`src/rtl/io_mailbox.sv`:
```
// -----------------------------------------------------------------------------
// io_mailbox
//
// CPU-facing mailbox with one outbound (TX) and one inbound (RX) word FIFO.
// The CPU reaches four registers through a zero-wait-state select/direction
// bus. The TX FIFO drains onto a valid/ready stream port. The RX FIFO fills
// from a valid/ready stream port.
//
// Register map (addr[3:2]):
//   0 TXDATA  (W)   push a word into the TX FIFO
//   1 RXDATA  (R)   pop and return the RX head word
//   2 STATUS  (R)   FIFO flags, sticky error flags and counts
//   3 CONTROL (R/W) bit0 flush, bit1 tx_enable, bit2 clear sticky, bit3 irq_en
//
// Ports:
//   clk            system clock, all state changes on the rising edge
//   rst            synchronous reset, active low
//   cs, wr_rd      bus select and direction (1 = write, 0 = read)
//   addr           bus address, only bits [3:2] are decoded
//   data_bus_write CPU write data
//   data_bus_read  CPU read data, combinational from addr and current state
//   tx_data        TX FIFO head word
//   tx_valid       tx_data valid (TX enabled and TX FIFO not empty)
//   tx_ready       downstream sink accepts tx_data
//   rx_data        incoming word
//   rx_valid       rx_data valid
//   rx_ready       RX FIFO has room
//   irq            level interrupt: irq_en and RX FIFO not empty
// -----------------------------------------------------------------------------
module io_mailbox #(
  parameter int DEPTH = 8
) (
  input  logic        clk,
  input  logic        rst,
  input  logic        cs,
  input  logic        wr_rd,
  input  logic [31:0] addr,
  input  logic [31:0] data_bus_write,
  output logic [31:0] data_bus_read,
  output logic [31:0] tx_data,
  output logic        tx_valid,
  input  logic        tx_ready,
  input  logic [31:0] rx_data,
  input  logic        rx_valid,
  output logic        rx_ready,
  output logic        irq
);

  // Pointer width and count width. The count needs one more bit than the
  // pointer so it can represent a completely full FIFO (count == DEPTH).
  localparam int PW = (DEPTH > 1) ? $clog2(DEPTH) : 1;
  localparam int CW = PW + 1;

  localparam logic [1:0] REG_TXDATA  = 2'd0;
  localparam logic [1:0] REG_RXDATA  = 2'd1;
  localparam logic [1:0] REG_STATUS  = 2'd2;
  localparam logic [1:0] REG_CONTROL = 2'd3;

  // ---------------------------------------------------------------------------
  // Bus decode
  // ---------------------------------------------------------------------------
  logic       bus_wr;
  logic       bus_rd;
  logic [1:0] reg_sel;

  assign bus_wr  = cs & wr_rd;
  assign bus_rd  = cs & ~wr_rd;
  assign reg_sel = addr[3:2];

  // Address bits outside the register offset are intentionally ignored.
  logic unused_addr_bits;
  assign unused_addr_bits = ^{addr[31:4], addr[1:0]};

  logic ctrl_wr;
  logic flush;
  logic clear_sticky;

  assign ctrl_wr      = bus_wr && (reg_sel == REG_CONTROL);
  assign flush        = ctrl_wr & data_bus_write[0];
  assign clear_sticky = ctrl_wr & data_bus_write[2];

  // ---------------------------------------------------------------------------
  // Control and sticky flag state
  // ---------------------------------------------------------------------------
  logic tx_enable_reg,    tx_enable_next;
  logic irq_en_reg,       irq_en_next;
  logic tx_overflow_reg,  tx_overflow_next;
  logic rx_underflow_reg, rx_underflow_next;

  // ---------------------------------------------------------------------------
  // TX FIFO state
  // ---------------------------------------------------------------------------
  logic [31:0]   tx_mem [DEPTH];
  logic [PW-1:0] tx_wptr_reg,  tx_wptr_next;
  logic [PW-1:0] tx_rptr_reg,  tx_rptr_next;
  logic [CW-1:0] tx_count_reg, tx_count_next;
  logic          tx_full;
  logic          tx_empty;
  logic          tx_push_req;
  logic          tx_push;
  logic          tx_pop;

  assign tx_full  = (tx_count_reg == CW'(DEPTH));
  assign tx_empty = (tx_count_reg == '0);

  // Fullness is judged on cycle-start state, so a word offered while the
  // FIFO is full is dropped even if the port drains an entry this cycle.
  assign tx_push_req = bus_wr && (reg_sel == REG_TXDATA);
  assign tx_push     = tx_push_req && !tx_full;

  assign tx_valid = tx_enable_reg && !tx_empty;
  assign tx_pop   = tx_valid && tx_ready;
  assign tx_data  = tx_mem[tx_rptr_reg];

  // ---------------------------------------------------------------------------
  // RX FIFO state
  // ---------------------------------------------------------------------------
  logic [31:0]   rx_mem [DEPTH];
  logic [PW-1:0] rx_wptr_reg,  rx_wptr_next;
  logic [PW-1:0] rx_rptr_reg,  rx_rptr_next;
  logic [CW-1:0] rx_count_reg, rx_count_next;
  logic          rx_full;
  logic          rx_empty;
  logic          rx_push;
  logic          rx_pop_req;
  logic          rx_pop;
  logic [31:0]   rx_head;

  assign rx_full  = (rx_count_reg == CW'(DEPTH));
  assign rx_empty = (rx_count_reg == '0);

  // rx_ready comes from cycle-start state only, so a CPU pop from a full
  // FIFO does not open a slot for the port in that same cycle.
  assign rx_ready = !rx_full;
  assign rx_push  = rx_valid && rx_ready;

  assign rx_pop_req = bus_rd && (reg_sel == REG_RXDATA);
  assign rx_pop     = rx_pop_req && !rx_empty;
  assign rx_head    = rx_mem[rx_rptr_reg];

  // ---------------------------------------------------------------------------
  // Next-state logic: TX FIFO pointers and count
  // ---------------------------------------------------------------------------
  always_comb begin
    tx_wptr_next  = tx_wptr_reg;
    tx_rptr_next  = tx_rptr_reg;
    tx_count_next = tx_count_reg;
    if (flush) begin
      // Flush overrides any same-cycle push or pop.
      tx_wptr_next  = '0;
      tx_rptr_next  = '0;
      tx_count_next = '0;
    end else begin
      if (tx_push) begin
        tx_wptr_next = tx_wptr_reg + PW'(1);
      end
      if (tx_pop) begin
        tx_rptr_next = tx_rptr_reg + PW'(1);
      end
      tx_count_next = tx_count_reg + CW'(tx_push) - CW'(tx_pop);
    end
  end

  // ---------------------------------------------------------------------------
  // Next-state logic: RX FIFO pointers and count
  // ---------------------------------------------------------------------------
  always_comb begin
    rx_wptr_next  = rx_wptr_reg;
    rx_rptr_next  = rx_rptr_reg;
    rx_count_next = rx_count_reg;
    if (flush) begin
      rx_wptr_next  = '0;
      rx_rptr_next  = '0;
      rx_count_next = '0;
    end else begin
      if (rx_push) begin
        rx_wptr_next = rx_wptr_reg + PW'(1);
      end
      if (rx_pop) begin
        rx_rptr_next = rx_rptr_reg + PW'(1);
      end
      rx_count_next = rx_count_reg + CW'(rx_push) - CW'(rx_pop);
    end
  end

  // ---------------------------------------------------------------------------
  // Next-state logic: control bits and sticky error flags
  // ---------------------------------------------------------------------------
  always_comb begin
    tx_enable_next    = tx_enable_reg;
    irq_en_next       = irq_en_reg;
    tx_overflow_next  = tx_overflow_reg;
    rx_underflow_next = rx_underflow_reg;

    if (ctrl_wr) begin
      tx_enable_next = data_bus_write[1];
      irq_en_next    = data_bus_write[3];
    end

    // Clearing wins over any event that would set a flag in the same cycle.
    if (clear_sticky) begin
      tx_overflow_next  = 1'b0;
      rx_underflow_next = 1'b0;
    end else begin
      if (tx_push_req && tx_full) begin
        tx_overflow_next = 1'b1;
      end
      if (rx_pop_req && rx_empty) begin
        rx_underflow_next = 1'b1;
      end
    end
  end

  // ---------------------------------------------------------------------------
  // State registers. A reset cycle discards all FIFO contents and lets no
  // handshake take effect.
  // ---------------------------------------------------------------------------
  always_ff @(posedge clk) begin
    if (!rst) begin
      tx_wptr_reg      <= '0;
      tx_rptr_reg      <= '0;
      tx_count_reg     <= '0;
      rx_wptr_reg      <= '0;
      rx_rptr_reg      <= '0;
      rx_count_reg     <= '0;
      tx_enable_reg    <= 1'b0;
      irq_en_reg       <= 1'b0;
      tx_overflow_reg  <= 1'b0;
      rx_underflow_reg <= 1'b0;
    end else begin
      tx_wptr_reg      <= tx_wptr_next;
      tx_rptr_reg      <= tx_rptr_next;
      tx_count_reg     <= tx_count_next;
      rx_wptr_reg      <= rx_wptr_next;
      rx_rptr_reg      <= rx_rptr_next;
      rx_count_reg     <= rx_count_next;
      tx_enable_reg    <= tx_enable_next;
      irq_en_reg       <= irq_en_next;
      tx_overflow_reg  <= tx_overflow_next;
      rx_underflow_reg <= rx_underflow_next;
    end
  end

  // FIFO storage carries no reset; pointers and counts define what is valid.
  // A flush leaves stored words in place, so writes are suppressed then too.
  always_ff @(posedge clk) begin
    if (rst && !flush && tx_push) begin
      tx_mem[tx_wptr_reg] <= data_bus_write;
    end
  end

  always_ff @(posedge clk) begin
    if (rst && !flush && rx_push) begin
      rx_mem[rx_wptr_reg] <= rx_data;
    end
  end

  // ---------------------------------------------------------------------------
  // Register read-back
  // ---------------------------------------------------------------------------
  logic [31:0] status_word;
  logic [31:0] control_word;

  assign status_word = {11'b0, 5'(rx_count_reg), 3'b0, 5'(tx_count_reg), 2'b0,
                        rx_underflow_reg, tx_overflow_reg,
                        rx_empty, rx_full, tx_empty, tx_full};

  // Self-clearing command bits always read back as zero.
  assign control_word = {28'b0, irq_en_reg, 1'b0, tx_enable_reg, 1'b0};

  always_comb begin
    data_bus_read = 32'h0;
    if (bus_rd) begin
      case (reg_sel)
        REG_RXDATA:  data_bus_read = rx_empty ? 32'h0 : rx_head;
        REG_STATUS:  data_bus_read = status_word;
        REG_CONTROL: data_bus_read = control_word;
        default:     data_bus_read = 32'h0;
      endcase
    end
  end

  // Interrupt depends only on registered state.
  assign irq = irq_en_reg && !rx_empty;

endmodule

```
`config.mk`:
```
export PLATFORM = sky130hd
export DESIGN_NAME = io_mailbox
export DESIGN_NICKNAME = d
export VERILOG_FILES = /design/src/rtl/io_mailbox.sv
export SDC_FILE = /design/constraint.sdc
export NUM_CORES = 1
export LEC_CHECK = 0
export ABC_AREA = 1
export CORE_MARGIN = 3
export CORE_UTILIZATION = 49
export DETAILED_ROUTE_END_ITERATION = 10
export PLACE_DENSITY_LB_ADDON = 0.08
export SLEW_MARGIN = 10
export SYNTH_ARGS = -nofsm -noshare
export SYNTH_HDL_FRONTEND = slang
export SYNTH_SLANG_ARGS = --single-unit
export TNS_END_PERCENT = 100
```
`constraint.sdc`:
```
create_clock -name clk -period 6.6 [get_ports clk]
set_clock_uncertainty 0.1 [all_clocks]
set_input_delay 0.99 -clock clk [delete_from_list [all_inputs] [get_ports clk]]
set_output_delay 0.99 -clock clk [all_outputs]
set_load 0.01 [all_outputs]
```
# [After elaboration in Yosys (flattened, before gate mapping)]
# Memory sizes are Yosys's and may differ from the RTL's. A register that Yosys moved wholly into a read port is not among the register bits.
# Cells that the tools add are included.
[classes] mux=11 n_addsub=8 eq_ne=5 reduce_logical=24 bitwise_logic=6
[ops] cell="$pmux W32 S3" count=1
[ops] cell="$mux W32" count=2
[ops] cell="$logic_and A1 B1 Y1" count=14
[ops] cell="$add A3 B1 Y3 const B" count=4
[ops] cell="$mux W3" count=4
[ops] cell="$add A4 B1 Y4" count=2
[ops] cell="$eq A4 B4 Y1 const B" count=2
[ops] cell="$logic_not A4 Y1" count=2
[ops] cell="$sub A4 B1 Y4" count=2
[ops] cell="$logic_not A1 Y1" count=5
[ops] cell="$and A1 B1 Y1" count=4
[ops] cell="$eq A2 B2 Y1 const B" count=2
[ops] cell="$mux W1" count=4
[ops] cell="$reduce_or A2 Y1" count=2
[ops] cell="$eq A2 B1 Y1 const B" count=1
[ops] cell="$logic_not A2 Y1" count=1
[ops] cell="$not A1 Y1" count=2
[totals] ramBits=512 inputBits=102 word_cells=66 n_memories=2 reg_bits=24
[mem_list] name="rx_mem" depth=8 width=32 rd=1 rd_ports_with_merged_regs=1 wr=1 line_no="118" rtl="logic [31:0] rx_mem [DEPTH];"
[mem_list] name="tx_mem" depth=8 width=32 rd=1 rd_ports_with_merged_regs=1 wr=1 line_no="93" rtl="logic [31:0] tx_mem [DEPTH];"

# [Depth between registers and ports, before layout]
# Gate-level depths: netlist of the first run.
[logic_depth] depth_word=8 mapped_depth=13 mapped_depth_nobuf=12

# [Least setup slack after synthesis of the first run]
# No wires, ideal clock.
[synth_timing] kind="input port to flip-flop" startpoint="in cs" endpoint="mem tx_mem[1][0], enable pin" setup_slack_ns=3.104 cell_stages=6 t_arrival_ns=2.975 cell_sequence="nand2_1 nor3_1 nand2_1 inv_1 nand3_2 nor2_1"
[synth_via] elab_chain_cells=8 elab_cells_between_ends=10 cone_classes="mux (2); bitwise (2); reduce/logical (6)"
[synth_lines] item="from (decl)" line_no="35" rtl="input logic cs,"
[synth_lines] item="$and A1 B1 Y1 (*)" line_no="66" rtl="assign bus_wr = cs & wr_rd;"
[synth_lines] item="$logic_and A1 B1 Y1" line_no="78" rtl="assign ctrl_wr = bus_wr && (reg_sel == REG_CONTROL);"
[synth_lines] item="$and A1 B1 Y1" line_no="79" rtl="assign flush = ctrl_wr & data_bus_write[0];"
[synth_lines] item="$logic_not A1 Y1" line_no="247" rtl="if (rst && !flush && tx_push) begin"
[synth_lines] item="$logic_and A1 B1 Y1" line_no="247"
[synth_lines] item="$logic_and A1 B1 Y1 (*)" line_no="247"
[synth_lines] item="$mux W1 (*)" line_no="247"
[synth_lines] item="$mux W1 (implied by the code) (*)" line_no="248" rtl="tx_mem[tx_wptr_reg] <= data_bus_write;"
[synth_lines] item="to (decl)" line_no="93"
# Mark *: on every way between the ends. The rest lies on a longest branch, timed or not.

==> results of run 1 <==
## placed cells by master (no fill, tap or decap), types with 13 or more instances in the layout
cell	netlist	routed
edfxtp_1	512	512
nor2_1	355	339
nand2_1	279	279
o21ai_0	261	261
clkdlybuf4s50_1	0	138
inv_1	120	119
nand3_1	95	95
clkbuf_16	0	56
o21ai_1	48	48
a21oi_1	30	30
dfxtp_1	30	26
buf_4	9	26
o22ai_1	18	18
clkbuf_1	28	17
nor2_4	0	16
ha_1	15	15
clkinv_1	0	13
## metrics by stage
step	power (mW)	instance area (sq um)	utilization [%]	hold WS (ns)	instances
2_1_floorplan	4.22	22100	-	0.333	1891
5_1_grt	7.64	25700	57.8	0.403	2644
4_1_cts	7.44	25700	57.8	0.371	2643
6_report	7.36	25700	57.8	0.369	2644
3_5_place_dp	4.42	23900	53.9	0.361	2543
3_3_place_gp	4.42	23900	53.9	0.347	2543
## critical path, stage by stage, from the launching register on
cell             delay (ns)
dfxtp_4                0.52
clkinv_2               0.88
buf_4                  0.63
o21ai_0                0.25
o21ai_1                0.09
nand2_1                0.06
nand2_1                0.06
clkdlybuf4s50_1        0.51
## final cells by class
class | count | area, sq um
Antenna cell | 1 | 2.50
Clock buffer | 73 | 1470
Clock inverter | 27 | 284
Fill cell | 3640 | 18700
Inverter | 124 | 468
Multi-Input combinational cell | 1121 | 5150
Sequential cell | 542 | 16000
Tap cell | 592 | 741
Timing Repair Buffer | 164 | 1580
## power breakdown
group          switching (mW)  internal, mW  total (mW)  leakage, nW
clock                    1.23          1.78        3.01        0.850
sequential             0.0330          3.83        3.87         4.86
combinational           0.313         0.168       0.482         3.39
## routing by layer
layer	wire [um]	GRT usage, %	share of wire (%)	up-vias
li1	-	-	-	6761
met1	20900	26.3	43	6687
met2	24500	35.6	50	301
met3	2470	3.41	5.1	78
met4	1030	5.61	2.1	0
met5	0	0	0	-
## cell families (layout without fill, tap and decap cells)
family | after synthesis | count (layout)
flops | 542 | 542
compound gates | 359 | 359
buf+inv | 228 | 388
other cells | 0 | 1
fa+ha+maj | 17 | 17
simple gates | 739 | 739
xor+xnor | 6 | 6
## how the worst max path moves through the flow
| stage | endpoint | slack [ns] | start |
|---|---|---|---|
| 6_report | tx_data[31] | 1.87 | register |
| 5_1_grt | tx_data[22] | 1.51 | register |
| 4_1_cts | tx_data[31] | 1.77 | register |
| 3_5_place_dp | data_bus_read[27] | 1.90 | cs |
| 3_3_place_gp | data_bus_read[27] | 1.93 | cs |
| 2_1_floorplan | tx_mem[1][0] | 3.10 | cs |
==> impl_metrics.toml, run 1 <==
[run]
maxCapViolations = 0

[synthesis]
ys_async_sr_fraction_pct = 0
post_synthesis_register_bit_count = 542
synth.cells.most_frequent = "edfxtp_1, nor2_1, nand2_1"
synth.area.mux_share_pct = 0
post-synth-top-area-cell = "edfxtp_1"
synth_top_family_by_area = "simple AND/OR/NAND/NOR gates"
synth_compound_area_share_pct = 8.25
yosys.cell_count.top_type = "edfxtp_1"
yosys.cell_types.count = 31
synth-adder-area-share_pct = 1.03
post_synth_xor_area_fraction_pct = 0.238
yosys_warnings = 0
yosys-top-cells-area = "edfxtp_1, nor2_1, o21ai_0"
netlist_instances = 1891
synth.net_count = 2010
netlist.area_leader.share_pct = 69.5
seq_area_frac_synth_pct = 72.2
synth.avg_cell_area_sq_um = 11.7
synth_top_flop_cell = "edfxtp_1"
synthesized_cell_area_sq_mm = 0.0221
count_of_flip_flops_with_a_built_in_enable_after_synthesis = 512
synth-simple-area-share_pct = 13.2

[sta]
period_share_pct = 71.7
report.final.hold_viol_count = 0
report.final.slew_viol_count = 0
timing.final.setup_violations = 0
timing.final.ws_setup_ns = 1.87
timing_worst_slew_pin_value_ns = 1.07
final_tns_setup_ns = 0
grt_setup_unrepaired = "no"
max_clock_freq_ghz = 0.211
max-slew-margin-rel_pct = 28.8
finalWorstPathRequiredPeriod_ns = 4.73

[global_route]
maximum_number_of_pins_on_one_net_before_global_route_repair = 103
wire_length_of_the_first_global_routing_pass_um = 74600
grt_overflow = 0
grt_util_all_layers_pct = 20.4
grt_pass1_vias = 13200
grt_antenna_before_repair = 1

[hold_path]
min_path_type = "register to register"
hold-path-cell-count = 2
start_point_of_the_worst_min_delay_path = "rx_rptr_reg[2]"

[critical_path]
worst_r2r_startpoint = "rx_count_reg[2]"
critical_path_source_type = "register"
worstPathArrival_ns = 3.64
critical_path_class = "register to output port"
rr_endpoint = "rx_mem[5][22]"
worstPathRequired_ns = 5.51
register_to_register_path_setup_slack_ns = 3.75
crit_path_end_kind = "output port"
timing.critical_path.fanout_max = 81
rr_worst_depth = 6

[finish]
final_net_count = 2127
syn_to_final_growth_pct = 16.1
layout-drive-gt1-share_pct = 6.19
top_regs = "rx_mem: 256 flops, tx_mem: 256 flops"

[detailed_routing]
detail_route.drc_violations = 0
antenna_violating_nets_post_route = 0
wl_um = 48800
drt-wirelength-per-cell_um = 18.5
via_per_inst = 5.23
dr.first_iter.drc_count = 1068
dr_total_vias = 13800
number_of_iterations_in_the_first_detailed_routing_pass = 8

[clock_network]
cts_buffers = 55
clockBufferDepth = 3
ctsHoldBuffers = 0
worst_setup_hold_path_clk_slew_ns = 0.06
cts_tree = "built"
cts_max_level = 2
cts_post_setup_buffers_inserted = 0
gates_resized_cts_repair = 0
worst_skew_pair.late_latency_ns = 0.60
cell_chosen_for_the_clock_root = "clkbuf_16"
clock_sinks = 542

[place]
gpl.final_weighted_congestion = 0.766
dpl_worst_slack_ns = 1.90
numPortBuffers = 138
detailedPlacementHpwl_um = 25600

[pwr]
p_leak_nw = 9.10
cellPowerDensity_mw_per_mm2 = 287
vdd_ir_drop_max_mv = 0.212

[die]
chipHeight_um = 218
die_w_um = 218
die-area_sq_mm = 0.0477
core_region_area_sq_mm = 0.0444
io-pin-count = 169
placement_row_count = 77
floorplan.initialDensity_pct = 49.8

[run_status]
status = "finished, final reports clean"
(Power assumes the default switching activity.)
==> run 2, diff against run 1 <==
==> constraint.sdc (replaced) <==
create_clock -name clk -period 4.6 [get_ports clk]
set_clock_uncertainty 0.1 [all_clocks]
set_input_delay 0.69 -clock clk [delete_from_list [all_inputs] [get_ports clk]]
set_output_delay 0.69 -clock clk [all_outputs]
set_load 0.01 [all_outputs]
==> impl_metrics.toml, run 2 (synthesis results as in run 1) <==
[global_route]
wire_length_of_the_first_global_routing_pass_um = 75400
grt_pass1_vias = 13400
grt_overflow = 0
maximum_number_of_pins_on_one_net_before_global_route_repair = 129
grt_util_all_layers_pct = 20.4
grt_antenna_before_repair = 2

[clock_network]
cts_tree = "built"
cell_chosen_for_the_clock_root = "clkbuf_16"
worst_setup_hold_path_clk_slew_ns = 0.06
clock_sinks = 542
cts_max_level = 2
clockBufferDepth = 3
cts_post_setup_buffers_inserted = 0
worst_skew_pair.late_latency_ns = 0.59
gates_resized_cts_repair = 0
cts_buffers = 56
ctsHoldBuffers = 0

[sta]
report.final.hold_viol_count = 0
max_clock_freq_ghz = 0.236
final_tns_setup_ns = 0
grt_setup_unrepaired = "no"
timing.final.setup_violations = 0
holdWs_ns = 0.364
timing_worst_slew_pin_value_ns = 1.05
report.final.slew_viol_count = 0
finalWorstPathRequiredPeriod_ns = 4.24
max-slew-margin-rel_pct = 30.2
period_share_pct = 92.2

[hold_path]
min_path_type = "register to register"
start_point_of_the_worst_min_delay_path = "rx_rptr_reg[2]"

[pwr]
p_leak_nw = 9.16
vdd_ir_drop_max_mv = 0.283
cellPowerDensity_mw_per_mm2 = 403

[detailed_routing]
detail_route.drc_violations = 0
dr_total_vias = 13800
via_per_inst = 5.20
number_of_iterations_in_the_first_detailed_routing_pass = 5
dr.first_iter.drc_count = 978
drt-wirelength-per-cell_um = 18.3
wl_um = 48700
antenna_violating_nets_post_route = 0

[place]
detailedPlacementHpwl_um = 26500
gpl.final_weighted_congestion = 0.766
numPortBuffers = 138
place_area_sq_mm = 0.0241

[critical_path]
worstPathArrival_ns = 3.45
worst_r2r_startpoint = "rx_count_reg[2]"
timing.critical_path.fanout_max = 41
worstPathRequired_ns = 3.81
critical_path_source_type = "register"
crit_path_end_kind = "output port"
critical_path_class = "register to output port"

[die]
die-area_sq_mm = 0.0477
chipHeight_um = 218
core_region_area_sq_mm = 0.0444
placement_row_count = 77
die_w_um = 218
io-pin-count = 169
floorplan.initialDensity_pct = 49.8

[finish]
layout-drive-gt1-share_pct = 6.92
final_non_filler_cell_area_sq_mm = 0.0258
layout.cells.most_common_list = "edfxtp_1, nor2_1, nand2_1"
layout.cells.most_common = "edfxtp_1"
top_regs = "rx_mem: 256 flops, tx_mem: 256 flops"
final_net_count = 2139
syn_to_final_growth_pct = 16.7

[run]
maxCapViolations = 0

[run_status]
status = "finished, final reports clean"
-- run 2: cell type report --
type                    instances  area [sq um]
diodes                          2          5.00
clock inverters                30           175
fillers                      3666         18600
flip-flops and latches        542         16000
repair buffers                175          1770
multi-input cells            1121          5150
well taps                     592           741
clock buffers                  75          1520
inverters                     124           468
-- run 2: critical path, cell delays in order (launching register included) --
cell	delay, ns
dfxtp_4	0.66
clkinv_2	0.51
buf_4	0.39
nand2_1	0.09
nand3_1	0.06
nand3_1	0.12
nand3_1	0.17
a21oi_1	0.26
clkdlybuf4s50_1	0.57
-- run 2: through the flow --
step | util [%] | cells | total power [mW] | setup slack [ns]
final | 58.1 | 2661 | 10.4 | 0.360
after global routing | 58.1 | 2660 | 10.8 | 0.128
after CTS | 58.1 | 2659 | 10.5 | 0.300
after detailed placement | 54.3 | 2554 | 6.36 | 0.602
after global placement | 54.3 | 2554 | 6.34 | 0.623
after floorplan | - | 1891 | 6.05 | 1.40
-- run 2: layer usage --
metal	wire [um]	vias to the layer above	part of all wire [%]	global-route usage, %
met5	0	-	0	0
met4	1070	0	2.2	6.22
met3	1870	72	3.8	3.25
met2	24600	239	50	35.6
met1	21200	6724	43	26.4
li1	-	6790	-	-
-- run 2: worst paths after layout --
| path | end | slack (ns) | cells past startpoint |
|---|---|---|---|
| max | data_bus_read[1] | 0.36 | 8 |
| min | register | 0.36 | 2 |
| max reg2reg | rx_count_reg[2] | 1.84 | 12 |
| min reg2reg | register | 0.36 | 2 |
-- run 2: report_power, final --
group | leakage, nW | internal, mW | switching, mW
logic | 3.47 | 0.247 | 0.453
clock network | 0.834 | 2.37 | 1.77
registers | 4.86 | 5.50 | 0.0492
